`src/rtl/if_fetch_unit.sv`:
```
// Instruction-fetch stage: drives the PC, keeps one outstanding word fetch on the
// instruction request/response bus and buffers one instruction toward IF/ID.
// Control transfers from decode take effect after the branch delay slot; a flush
// overrides everything and drains any in-flight response before refetching.
//
// Handshakes: a request is transferred in a cycle where inst_req && inst_addr_ok;
// read data is consumed in a cycle where inst_data_ok is high while a request is
// outstanding; an instruction moves to IF/ID in a cycle where if_valid && id_allowin.
// inst_req and if_valid never rise together, so at most one item is in the stage.
module if_fetch_unit #(
  parameter logic [31:0] RESET_PC = 32'hBFC0_0000
) (
  input  logic        clk,
  input  logic        resetn,
  output logic        inst_req,
  output logic [31:0] inst_addr,
  input  logic        inst_addr_ok,
  input  logic        inst_data_ok,
  input  logic [31:0] inst_rdata,
  input  logic        br_valid,
  input  logic [31:0] br_pc,
  input  logic [1:0]  pcsrc,
  input  logic [31:0] branch_target,
  input  logic [31:0] jump_target,
  input  logic        flush,
  input  logic [31:0] flush_pc,
  input  logic        id_allowin,
  output logic        if_valid,
  output logic [31:0] if_pc,
  output logic [31:0] if_inst,
  output logic [1:0]  dbg_state
);

  localparam logic [1:0] S_REQ  = 2'd0;
  localparam logic [1:0] S_WAIT = 2'd1;
  localparam logic [1:0] S_HOLD = 2'd2;

  logic [1:0]  state;
  logic [1:0]  state_nxt;
  logic        started;
  logic [31:0] next_pc;
  logic [31:0] next_pc_nxt;
  logic [31:0] last_pc;
  logic [31:0] pend_tgt;
  logic [31:0] pend_tgt_nxt;
  logic        pend;
  logic        pend_nxt;
  logic        discard;
  logic        discard_nxt;
  logic        valid_nxt;
  logic        capture;

  logic        addr_fire;
  logic        br_take;
  logic [31:0] br_tgt;
  logic [31:0] ds_pc;
  logic [31:0] issued_pc;

  // inst_req is held low during the reset cycle and rises on the first edge after release
  assign inst_req  = started && (state == S_REQ);
  assign inst_addr = next_pc;
  assign dbg_state = state;

  assign addr_fire = inst_req && inst_addr_ok;
  assign br_take   = br_valid && (pcsrc != 2'b00);
  assign br_tgt    = pcsrc[1] ? jump_target : branch_target;
  assign ds_pc     = br_pc + 32'd4;
  // Most recently issued address, counting an issue happening this very cycle
  assign issued_pc = addr_fire ? next_pc : last_pc;

  // PC selection: sequential, pending redirect, immediate redirect, then flush on top
  always_comb begin
    next_pc_nxt  = next_pc;
    pend_nxt     = pend;
    pend_tgt_nxt = pend_tgt;
    if (addr_fire) begin
      if (pend) begin
        next_pc_nxt = pend_tgt;
        pend_nxt    = 1'b0;
      end else begin
        next_pc_nxt = next_pc + 32'd4;
      end
    end
    if (br_take) begin
      if (issued_pc == ds_pc) begin
        // delay slot already on the bus: the next issue goes straight to the target
        next_pc_nxt = br_tgt;
        pend_nxt    = 1'b0;
      end else begin
        // delay slot still to be fetched; remember the target for the issue after it
        next_pc_nxt  = ds_pc;
        pend_nxt     = 1'b1;
        pend_tgt_nxt = br_tgt;
      end
    end
    if (flush) begin
      next_pc_nxt = flush_pc;
      pend_nxt    = 1'b0;
    end
  end

  // Fetch FSM: REQ -> WAIT -> HOLD -> REQ, with flush draining an in-flight response
  always_comb begin
    state_nxt   = state;
    discard_nxt = discard;
    valid_nxt   = if_valid;
    capture     = 1'b0;
    case (state)
      S_REQ: begin
        if (addr_fire) state_nxt = S_WAIT;
      end
      S_WAIT: begin
        if (inst_data_ok) begin
          if (discard) begin
            discard_nxt = 1'b0;
            state_nxt   = S_REQ;
          end else begin
            capture   = 1'b1;
            valid_nxt = 1'b1;
            state_nxt = S_HOLD;
          end
        end
      end
      S_HOLD: begin
        if (id_allowin) begin
          valid_nxt = 1'b0;
          state_nxt = S_REQ;
        end
      end
      default: state_nxt = S_REQ;
    endcase
    if (flush) begin
      capture   = 1'b0;
      valid_nxt = 1'b0;
      if (((state == S_WAIT) && !inst_data_ok) || ((state == S_REQ) && addr_fire)) begin
        // a response is still owed by the bus: wait for it and drop it
        discard_nxt = 1'b1;
        state_nxt   = S_WAIT;
      end else begin
        // nothing in flight (or its data arrives right now and is dropped)
        discard_nxt = 1'b0;
        state_nxt   = S_REQ;
      end
    end
  end

  // Control state registers
  always_ff @(posedge clk or negedge resetn) begin
    if (!resetn) begin
      state    <= S_REQ;
      started  <= 1'b0;
      next_pc  <= RESET_PC;
      last_pc  <= 32'd0;
      pend     <= 1'b0;
      pend_tgt <= 32'd0;
      discard  <= 1'b0;
      if_valid <= 1'b0;
    end else begin
      state    <= state_nxt;
      started  <= 1'b1;
      next_pc  <= next_pc_nxt;
      pend     <= pend_nxt;
      pend_tgt <= pend_tgt_nxt;
      discard  <= discard_nxt;
      if_valid <= valid_nxt;
      if (addr_fire) last_pc <= next_pc;
    end
  end

  // IF/ID buffer: PC and instruction word captured when fresh data returns
  always_ff @(posedge clk or negedge resetn) begin
    if (!resetn) begin
      if_pc   <= 32'd0;
      if_inst <= 32'd0;
    end else if (capture) begin
      if_pc   <= last_pc;
      if_inst <= inst_rdata;
    end
  end

endmodule

```
`config.mk`:
```
export PLATFORM = sky130hd
export DESIGN_NAME = if_fetch_unit
export DESIGN_NICKNAME = d
export VERILOG_FILES = /design/src/rtl/if_fetch_unit.sv
export SDC_FILE = /design/constraint.sdc
export NUM_CORES = 1
export LEC_CHECK = 0
export BUFFER_PORTS_ARGS = -buffer_cell sky130_fd_sc_hd__buf_2
export CAP_MARGIN = 10
export CORE_MARGIN = 2
export CORE_UTILIZATION = 39
export CTS_BUF_LIST = sky130_fd_sc_hd__clkbuf_2 sky130_fd_sc_hd__clkbuf_4 sky130_fd_sc_hd__clkbuf_8
export DETAILED_ROUTE_END_ITERATION = 10
export PLACE_DENSITY = 0.72
export SETUP_SLACK_MARGIN = 0.4
export SLEW_MARGIN = 20
export SYNTH_ARGS = -nofsm -noshare
export SYNTH_HDL_FRONTEND = slang
export SYNTH_SLANG_ARGS = --single-unit
```
`constraint.sdc`:
```
create_clock -name clk -period 5.05 [get_ports clk]
set_clock_uncertainty 0.05 [all_clocks]
set_input_delay 1.01 -clock clk [delete_from_list [all_inputs] [get_ports clk]]
set_output_delay 1.01 -clock clk [all_outputs]
set_load 0.01 [all_outputs]
```
# Yosys cells after proc, flatten, opt, wreduce, memory -nomap -nowiden
# Cells that the tools add are included.
# W data, S select, Z words.
# word_totals
ff_bits	166
input_bits	169
out_inout_bits	100
elab_cells	68
# classes
addsub	2
eq_ne	7
mux	31
bitwise_logic	1
n_reduce_logical	17
# op_table
cell	n
$mux W32	7
$add A32 B3 Y32 const B	2
$eq A32 B32 Y1	1
$mux W1	17
$ne A3 B3 Y1 const B	4
$mux W2	5
$pmux W2 S3	1
$reduce_bool A2 Y1	3
$reduce_bool A3 Y1	2
$logic_and A1 B1 Y1	5
$reduce_and A2 Y1	2
$reduce_and A4 Y1	1
$reduce_and A3 Y1	1
$eq A2 B1 Y1 const B	1
$eq A2 B2 Y1 const B	1
$logic_not A2 Y1	1
$pmux W1 S2	1
$logic_not A1 Y1	1
$logic_or A1 B1 Y1	1
$not A1 Y1	1

# Longest topological paths before layout
# Gate-level depths: netlist of the first run.
# depth
ltp_word	8
depth_mapped	14
depth_no_buf	10

# Worst setup path before layout of the first run
# Ideal clock, no wire load.
# synth_path
path_kind	input port to flip-flop
from	input port br_pc[11]
to	register pend_tgt[10]
setup_ns	0.125
arrival_ns	4.125
t_required_ns	4.875
setup_slack_ns	0.750
stages	12
n_path_buf	3
path_cell_list	buf_2 nand4_4 or4_1 buf_6 nor4_4 mux2i_1 nand4_1 or4b_1 nor4_4 nor2_2 buf_6 mux2_4
# synth_between
elab_chain_cells	4
# synth_lines
element	line	text
from (decl)	21	input logic [31:0] br_pc,
$add A32 B3 Y32	67	assign ds_pc = br_pc + 32'd4;
$eq A32 B32 Y1	85	if (issued_pc == ds_pc) begin
$not A1 Y1 (no line)	--	
$reduce_and A2 Y1 (no line)	--	
to (signal assigned)	163	pend_tgt <= pend_tgt_nxt;
to (decl)	44	logic [31:0] pend_tgt;
# No other way between the ends.
# A chain may end at the register's enable or synchronous reset.

# Final worst setup path of the first run
# layout_path
from	input port br_pc[11]
to	register next_pc[17], in the netlist inst_addr[17]
# layout_between
elab_chain_cells	5
# layout_lines
element	line	text
$add A32 B3 Y32 *	67	
$eq A32 B32 Y1	85	
$mux W32 *	85	
$mux W32 *	84	if (br_take) begin
$mux W32 *	96	if (flush) begin
to (signal assigned)	161	next_pc <= next_pc_nxt;
to (decl)	41	logic [31:0] next_pc;
# Every way passes the cells marked *; elsewhere a longest branch is shown, timed or not.

==> results of run 1 <==
path summary, 6_finish.rpt:
path                              startpoint            end
max in group asynchronous             resetn  inst_addr[29]
min in group asynchronous             resetn   pend_tgt[24]
worst min-delay path             if_inst[19]    if_inst[19]
worst max-delay path               br_pc[11]  inst_addr[17]
worst min register to register   if_inst[19]    if_inst[19]
worst max register to register  dbg_state[0]   pend_tgt[18]
per-stage QoR:
stage / setup slack, ns / hold WS (ns)
5_1_grt: 0.579 / 0.469
2_1_floorplan: 0.750 / 0.424
3_3_place_gp: 0.151 / 0.431
4_1_cts: 0.701 / 0.461
3_5_place_dp: 0.210 / 0.439
6_report: 0.633 / 0.458
kinds of logic (layout without fill, tap and decap cells):
family	after synthesis	in the layout	synth area share (%)
DFF	166	166	41.5
and+or+nand+nor	275	275	14.5
xor gates and xnor gates	62	62	6.68
adders and majority gates	2	2	0.250
muxes	184	184	21.0
buffers and inverters	93	358	4.18
AOI/OAI and AO/OA	183	183	11.8
other	1	1	0.0374
placed cells by master, fill, tap and decap left out, types with 26 or more instances in the layout:
cell and instances:
a21oi_1 48, buf_2 267, dfrtp_1 157, inv_1 31, mux2_2 109, mux2_4 26, mux2i_1 49, nand2_1 63
nand3_1 43, nor2_1 53, nor3_1 29, o21ai_0 44, xnor2_1 26, xor2_1 27
where the power goes:
group | internal (mW) | total, mW | switching (mW)
registers | 1.73 | 1.98 | 0.253
logic | 0.745 | 1.53 | 0.783
clock network | 0.461 | 1.02 | 0.555
area by class of cell:
type	instances	share of cell area [%]
clock buffers	18	1.99
clock inverters	14	1.36
inverters	32	0.989
multi-input cells	707	44.9
flip-flops and latches	166	34.3
well taps	330	3.40
repair buffers	294	13.0
metal layers:
| layer | part of all wire, % | wire, microns | vias up |
|---|---|---|---|
| li1 | - | - | 4045 |
| met1 | 41 | 13700 | 4292 |
| met2 | 48 | 16000 | 521 |
| met3 | 8.6 | 2910 | 74 |
| met4 | 3.2 | 1070 | 0 |
| met5 | 0 | 0 | - |
state kept, by name, summed over array words and instances (netlist names):
name,count
if_valid,1
started,1
inst_addr,32
dbg_state,2
if_pc,32
if_inst,32
discard,1
pend,1
last_pc,32
pend_tgt,32
==> results.yml, run 1 <==
run_status:
  status: "finished clean"
grt:
  groute.usage.overall_pct: 24.5
  globalRouteMet3Util_pct: 3.76
  grt_start_max_net_pins: 107
  first_global_vias: 8373
  globalRouteMet1Util_pct: 32.3
  grtUsageMet2_pct: 41.1
  antenna_found_initial: 0
  globalRoute.busiestLayer: "met2"
  grt_remaining_overflow: 0
  grt_pass1_wl_mm: 49.8
synth:
  synth.avg_cell_area_sq_um: 10.4
  synth-edff-count: 0
  post_synthesis_sequential_element_count: 166
  yosys-top-cells-count: "dfrtp_1, mux2_2, nand2_1, nor2_1, mux2i_1"
  syn-num-nets: 1137
  syn_inst: 966
  post_synth_main_area_contributors: "dfrtp_1, mux2_2, mux2i_1, mux2_4, a21oi_1"
  unique_masters_post_synth: 71
  async_reset_ff_share_pct: 100
  synthDominantAreaCellType: "dfrtp_1"
  synth.most_common_cell: "dfrtp_1"
  ys.flop_type: "dfrtp_1"
  synthesis.area_sq_um: 10000
  synth.yosys.warnings: 0
  post-synth-top-area-fraction_pct: 39.2
  yosysSeqAreaShare_pct: 41.5
floorplanning:
  fp-row-count: 58
  dieHeight_microns: 164
  top_level_ports: 269
  start_util_pct: 39.8
  die_x_microns: 164
  fp.coreArea_sq_um: 25200
  design.die.area_sq_um: 27000
setup_path:
  logic_depth_of_the_worst_setup_path_including_buffers: 11
  critical_path.max_stage_delay_ns: 0.63
  critical_path_class: "primary input to flip-flop"
  worstPathArrival_ns: 4.75
  worst-endpoint-required_ns: 5.38
  path_max_fanout: 25
  timing.reg2reg.setup_slack_ns: 1.01
  worstPathCellList: "buf_2, nand4_4, or4_1, nor3_1, xor3_1, a221o_1, or4_1, or4_1, buf_12, or3_1, nand3_1"
  crit_path_top_delay_cell: "or4_1"
  cells_on_worst_reg2reg_path: 11
  critical_path.most_common_cell: "or4_1"
  cp_top_family: "simple AND/OR/NAND/NOR gates"
  worst_setup_path_end_kind: "flip-flop"
  critical_path.n_buffers_inverters: 2
  critPathLaunchType: "primary input"
cells_and_area:
  antenna_cells_inserted: 0
  final_cell_area_sq_um: 12100
  flow.area_growth_from_synthesis_pct: 21.1
  register_area_sq_um: 4170
  footprint_of_the_multi_input_gates_sq_um: 5450
  post_route_cells_drive_above_1_share_pct: 39.2
  final_core_utilization_pct: 48.2
  final_cells: 1561
  nFillCells: 2385
  nNetsFinal: 1389
drt:
  remaining_drc_errors: 0
  vias_per_std_cell: 5.72
  first_pass_iters: 6
  wl_per_cell_microns: 21.6
  overall_via_count_from_detail_route: 8932
  detailedRoute.firstIterationViolations: 806
  drtAntennaViolNets: 0
  postRouteWirelength_mm: 33.7
sta:
  worst_slew_pin_tran_ns: 1.07
  timing.max_slew.rel_slack_pct: 27.9
  timing.final.setup_violations: 0
  period_share_pct: 87.5
  slew_violations: 0
  max_freq_mhz: 226
  timing_hold_violations_final: 0
  fin_crit_ns: 4.42
  setup-tns-final_ns: 0
  rsz0062_at_grt: "no"
cts:
  htree_levels: 4
  numCtsBuffers: 17
  ctsHoldBuffers: 0
  worst_skew_pair.late_latency_ns: 0.47
  postCtsSetupRepairBufs: 0
  clock_sink_count: 166
  path_clk_slew_ns: 0.09
  cts.repair.resized: 0
  ctsLongestPathBuffers: 2
  cts_root_buffer: "clkbuf_8"
  cts_tree: "built"
placement:
  place_area_sq_um: 11700
  post-place-cells: 1529
  last_weighted_congestion_value_of_the_routability_driven_placer: 0.946
  io_buffer_count: 268
  hpwl_mm: 25.8
hold_path:
  worst_hold_depth: 1
  hold_path_class: "flip-flop to flip-flop"
power:
  total_power_mw: 4.52
  max-vdd-ir-drop_v: 0.000215
  leakage_nw: 5.63
  p_per_area_nw_per_um2: 373
run:
  count_of_maximum_capacitance_violations: 0
No activity file was read; power rests on OpenSTA's default activity.
==> run 2, diff against run 1 <==
--- a/config.mk
+++ b/config.mk
@@ -12,6 +12,7 @@
 export CTS_BUF_LIST = sky130_fd_sc_hd__clkbuf_2 sky130_fd_sc_hd__clkbuf_4 sky130_fd_sc_hd__clkbuf_8
 export DETAILED_ROUTE_END_ITERATION = 10
 export PLACE_DENSITY = 0.72
+export REMOVE_ABC_BUFFERS = 1
 export SETUP_SLACK_MARGIN = 0.4
 export SLEW_MARGIN = 20
 export SYNTH_ARGS = -nofsm -noshare
==> run 2 against run 1 <==
Global-route usage rose by 0.27 points. Via count shrank 0.83%. Critical path type unchanged. Final cell count increased by 0.51%. Highest routed layer unchanged.
==> results.yml, run 2 (synthesis gave the netlist of run 1 again) <==
sta:
  max_freq_mhz: 226
  slew_violations: 0
  worst_slew_pin_tran_ns: 1.10
  timing.max_slew.rel_slack_pct: 26.4
  period_share_pct: 87.5
  timing.final.setup_violations: 0
  timing_hold_violations_final: 0
  setup-tns-final_ns: 0
  fin_crit_ns: 4.42
  rsz0062_at_grt: "no"
setup_path:
  worstPathCellList: "buf_2, nand4_4, or4_1, or4_4, xor2_1, xnor2_1, o2111ai_1, or4_1, buf_4, mux2i_1, a221o_1"
  critical_path_class: "primary input to flip-flop"
  cp_top_family: "simple AND/OR/NAND/NOR gates"
  critical_path.most_common_cell: "or4_1"
  critical_path.max_stage_delay_ns: 0.80
  path_max_fanout: 25
  worstPathArrival_ns: 4.78
  worst-endpoint-required_ns: 5.41
  critical_path.n_buffers_inverters: 2
  worst_setup_path_end_kind: "flip-flop"
  crit_path_top_delay_cell: "or4_1"
  critPathLaunchType: "primary input"
cts:
  postCtsSetupRepairBufs: 0
  cts.repair.resized: 0
  clock_sink_count: 166
  path_clk_slew_ns: 0.10
  cts_tree: "built"
  ctsLongestPathBuffers: 2
  cts_root_buffer: "clkbuf_8"
  numCtsBuffers: 17
  htree_levels: 4
  worst_skew_pair.late_latency_ns: 0.47
  ctsHoldBuffers: 0
floorplanning:
  dieHeight_microns: 164
  fp-row-count: 58
  fp.coreArea_sq_um: 25200
  top_level_ports: 269
  die_x_microns: 164
  start_util_pct: 39.8
  design.die.area_sq_um: 27000
cells_and_area:
  register_area_sq_um: 4170
  final_cell_area_sq_um: 12200
  footprint_of_the_multi_input_gates_sq_um: 5460
  nNetsFinal: 1389
  post_route_cells_drive_above_1_share_pct: 39.3
  flow.area_growth_from_synthesis_pct: 21.4
  nFillCells: 2353
  most-common-layout-cells: "buf_2, dfrtp_1, mux2_2"
  layout.cells.most_common: "buf_2"
drt:
  drtAntennaViolNets: 0
  detailedRoute.firstIterationViolations: 663
  remaining_drc_errors: 0
  vias_per_std_cell: 5.65
  first_pass_iters: 6
  overall_via_count_from_detail_route: 8858
  wl_per_cell_microns: 21.5
  postRouteWirelength_mm: 33.7
grt:
  grt_start_max_net_pins: 110
  groute.usage.overall_pct: 24.8
  antenna_found_initial: 8
  first_global_vias: 8578
  grt_pass1_wl_mm: 49.9
  grt_remaining_overflow: 0
power:
  p_clk_share_pct: 22.2
  max-vdd-ir-drop_v: 0.000152
  power.share.combinational_pct: 34.1
  leakage_nw: 5.63
  p_per_area_nw_per_um2: 372
  power.share.sequential_pct: 43.7
  internal_power_mw: 2.90
  switching_share_pct: 36.0
  power.switching_mw: 1.63
run:
  count_of_maximum_capacitance_violations: 0
placement:
  last_weighted_congestion_value_of_the_routability_driven_placer: 0.978
  io_buffer_count: 268
  hpwl_mm: 25.2
  place_area_sq_um: 11700
hold_path:
  hold_path_class: "primary input to asynchronous set/reset pin"
run_status:
  status: "finished clean"
## run 2: cell type report
| type | instances | area share [%] |
|---|---|---|
| diodes | 8 | 0.165 |
| clock buffers | 17 | 1.92 |
| clock inverters | 15 | 1.44 |
| inverters | 32 | 0.987 |
| multi-input cells | 707 | 44.9 |
| flip-flops and latches | 166 | 34.2 |
| well taps | 330 | 3.39 |
| repair buffers | 294 | 13.0 |
## run 2: through the flow
step	worst slack [ns]	total power, mW	cells	util, %	hold slack (ns)
2_1_floorplan	-0.167	2.84	905	-	0.424
3_3_place_gp	0.219	3.52	1529	46.6	0.431
3_5_place_dp	0.198	3.55	1529	46.6	0.437
4_1_cts	0.692	4.56	1561	48.2	0.462
5_1_grt	0.502	4.79	1565	48.3	0.456
6_report	0.633	4.53	1569	48.3	0.440
## run 2: worst reg2reg max path, delay by kind of cell (launching register included)
kind                      cells  cell delay [ns]
and+or+nand+nor               3             1.56
AOI/OAI and AO/OA             2             0.63
muxes                         2             0.59
buffers and inverters         2             0.53
DFF                           1             0.46
xor gates and xnor gates      1             0.37
## run 2: final timing paths
path	startpoint	end	slack, ns	cells after the start
max reg2reg	dbg_state[0]	inst_addr[29]	0.80	10
max in group asynchronous	resetn	pend_tgt[13]	3.52	2
min	resetn	if_pc[24]	0.44	1
min reg2reg	if_inst[8]	if_inst[8]	0.46	1
max	br_pc[11]	inst_addr[29]	0.63	11
min in group clk	if_inst[8]	if_inst[8]	0.46	1
## run 2: layer usage
metal / global-route usage, % / share of wire, % / up-vias
li1: - / - / 4056
met1: 31.6 / 41 / 4279
met2: 41.4 / 47 / 465
met3: 5.76 / 9.2 / 58
met4: 8.49 / 2.8 / 0
met5: 0 / 0 / -
## run 2: power by group through the flow
| stage | combinational (mW) | sequential, mW | clock, mW |
|---|---|---|---|
| floorplan | 0.761 | 2.08 | 0 |
| global placement | 1.54 | 1.98 | 0 |
| detailed placement | 1.55 | 2.00 | 0 |
| CTS | 1.56 | 1.98 | 1.03 |
| global route | 1.68 | 2.02 | 1.09 |
| finish | 1.55 | 1.98 | 1.01 |
==> run 3, diff against run 2 <==
--- a/config.mk
+++ b/config.mk
@@ -9,7 +9,7 @@
 export CAP_MARGIN = 10
 export CORE_MARGIN = 2
 export CORE_UTILIZATION = 39
-export CTS_BUF_LIST = sky130_fd_sc_hd__clkbuf_2 sky130_fd_sc_hd__clkbuf_4 sky130_fd_sc_hd__clkbuf_8
+export CTS_BUF_LIST = sky130_fd_sc_hd__clkbuf_8 sky130_fd_sc_hd__clkbuf_16
 export DETAILED_ROUTE_END_ITERATION = 10
 export PLACE_DENSITY = 0.72
 export REMOVE_ABC_BUFFERS = 1
==> run 3 against run 2 <==
Routed wire length grew 0.26%. Register-to-register slack improved by 0.02 ns. Sequential cell count is the same. Cell area is 1.5% higher. Utilization is 0.74 points higher. Sequential share of layout area decreased by 0.52 points. Critical path depth increased by 1. Power rose by 7.5%. Worst setup slack got worse by 0.029 ns. Largest cell class unchanged.
==> results.yml, run 3 (synthesis gave the netlist of run 1 again) <==
drt:
  wl_per_cell_microns: 21.6
  drtAntennaViolNets: 0
  vias_per_std_cell: 5.68
  overall_via_count_from_detail_route: 8901
  postRouteWirelength_mm: 33.8
  first_pass_iters: 5
  remaining_drc_errors: 0
  detailedRoute.firstIterationViolations: 687
cells_and_area:
  most-common-layout-cells: "buf_2, dfrtp_1, mux2_2"
  layout.cells.most_common: "buf_2"
  flow.area_growth_from_synthesis_pct: 23.2
  post_route_cells_drive_above_1_share_pct: 39.3
  final_core_utilization_pct: 49.1
  nNetsFinal: 1389
floorplanning:
  design.die.area_sq_um: 27000
  die_x_microns: 164
  dieHeight_microns: 164
  top_level_ports: 269
  fp.coreArea_sq_um: 25200
  start_util_pct: 39.8
  fp-row-count: 58
run:
  count_of_maximum_capacitance_violations: 0
setup_path:
  setup.worst_path.start: "br_pc[11]"
  timing.rr.end: "inst_addr[17]"
  critical_path.max_stage_delay_ns: 0.81
  path_max_fanout: 12
  worst_setup_path_end_kind: "flip-flop"
  cells_on_worst_reg2reg_path: 10
  critical_path_class: "primary input to flip-flop"
  regToRegStartpoint: "dbg_state[0]"
  timing.reg2reg.setup_slack_ns: 0.82
  worstPathArrival_ns: 4.74
  worstPathCellList: "buf_2, nand4_4, or4_1, nor4_4, mux2i_1, nand4_1, or4b_1, nor4_4, buf_4, buf_4, nor2b_1, o31ai_1"
  crit_path_top_delay_cell: "or4_1"
  critPathLaunchType: "primary input"
  worst-endpoint-required_ns: 5.34
hold_path:
  hold_path_end: "if_inst[8]"
  hold_start: "if_inst[8]"
  hold_path_class: "flip-flop to flip-flop"
  worst_hold_depth: 1
cts:
  htree_levels: 4
  cts_tree: "built"
  numCtsBuffers: 17
  postCtsSetupRepairBufs: 0
  path_clk_slew_ns: 0.07
  cts.repair.resized: 0
  worst_skew_pair.late_latency_ns: 0.44
  cts_root_buffer: "clkbuf_16"
  ctsHoldBuffers: 0
  clock_sink_count: 166
  ctsLongestPathBuffers: 2
grt:
  globalRouteMet3Util_pct: 5.43
  grt_pass1_wl_mm: 50.3
  grtUsageMet2_pct: 42.5
  antenna_found_initial: 8
  groute.usage.overall_pct: 24.9
  first_global_vias: 8584
  globalRouteMet1Util_pct: 31.8
  globalRoute.busiestLayer: "met2"
  grt_remaining_overflow: 0
  grt_start_max_net_pins: 110
sta:
  max_freq_mhz: 225
  timing_hold_violations_final: 0
  worst_slew_pin_tran_ns: 1.14
  rsz0062_at_grt: "no"
  period_share_pct: 88.0
  slew_violations: 0
  timing.max_slew.rel_slack_pct: 23.7
  fin_crit_ns: 4.45
  timing.final.setup_violations: 0
power:
  p_per_area_nw_per_um2: 394
  leakage_nw: 5.72
  total_power_mw: 4.87
  max-vdd-ir-drop_v: 0.000181
placement:
  hpwl_mm: 25.2
  io_buffer_count: 268
  last_weighted_congestion_value_of_the_routability_driven_placer: 0.978
run_status:
  status: "finished clean"
run 3: changes by cell type in the layout (fill, tap and decap cells not counted):
| cell | previous run | this run |
|---|---|---|
| clkbuf_16 | 0 | 17 |
| clkbuf_8 | 17 | 0 |
| diode_2 | 8 | 6 |
run 3: cell type report:
class / count / area [sq um]
clock inverter: 15 / 175
inverter: 32 / 120
tap: 330 / 413
antenna: 6 / 15.0
fill: 2333 / 12800
multi-input combinational: 707 / 5460
clock buffer: 17 / 425
timing repair buffer: 294 / 1580
sequential: 166 / 4170
run 3: how the worst max path moves through the flow:
| stage | endpoint | slack [ns] | depth (start not counted) |
|---|---|---|---|
| floorplan | pend_tgt[0] | -0.17 | 8 |
| global placement | inst_addr[29] | 0.22 | 11 |
| detailed placement | inst_addr[29] | 0.20 | 12 |
| CTS | inst_addr[10] | 0.65 | 12 |
| global route | inst_addr[10] | 0.45 | 12 |
| finish | inst_addr[10] | 0.60 | 12 |
run 3: layer usage:
| layer | routed length, microns | vias up |
|---|---|---|
| met4 | 607 | 0 |
| met5 | 0 | - |
| met2 | 16300 | 447 |
| met3 | 2930 | 59 |
| met1 | 14000 | 4336 |
| li1 | - | 4059 |
run 3: metrics by stage:
| stage | hold WS (ns) | setup WS [ns] | std cells | setup TNS [ns] | instance area (sq um) |
|---|---|---|---|---|---|
| 2_1_floorplan | 0.424 | -0.167 | 905 | -4.43 | 9730 |
| 3_3_place_gp | 0.431 | 0.219 | 1529 | 0 | 11700 |
| 3_5_place_dp | 0.437 | 0.198 | 1529 | 0 | 11700 |
| 4_1_cts | 0.454 | 0.651 | 1561 | 0 | 12300 |
| 5_1_grt | 0.465 | 0.452 | 1564 | 0 | 12300 |
| 6_report | 0.451 | 0.604 | 1567 | 0 | 12400 |
run 3: power breakdown:
part	total [mW]	switching (mW)	internal (mW)
clock	1.34	0.632	0.711
combinational	1.54	0.792	0.753
sequential	1.98	0.252	1.73
run 3: critical path, delay by kind of cell:
| kind | cells | cell delay [ns] |
|---|---|---|
| AND/OR/NAND/NOR | 7 | 2.51 |
| buffers and inverters | 3 | 0.67 |
| AO/OA/AOI/OAI | 1 | 0.23 |
| multiplexers | 1 | 0.32 |
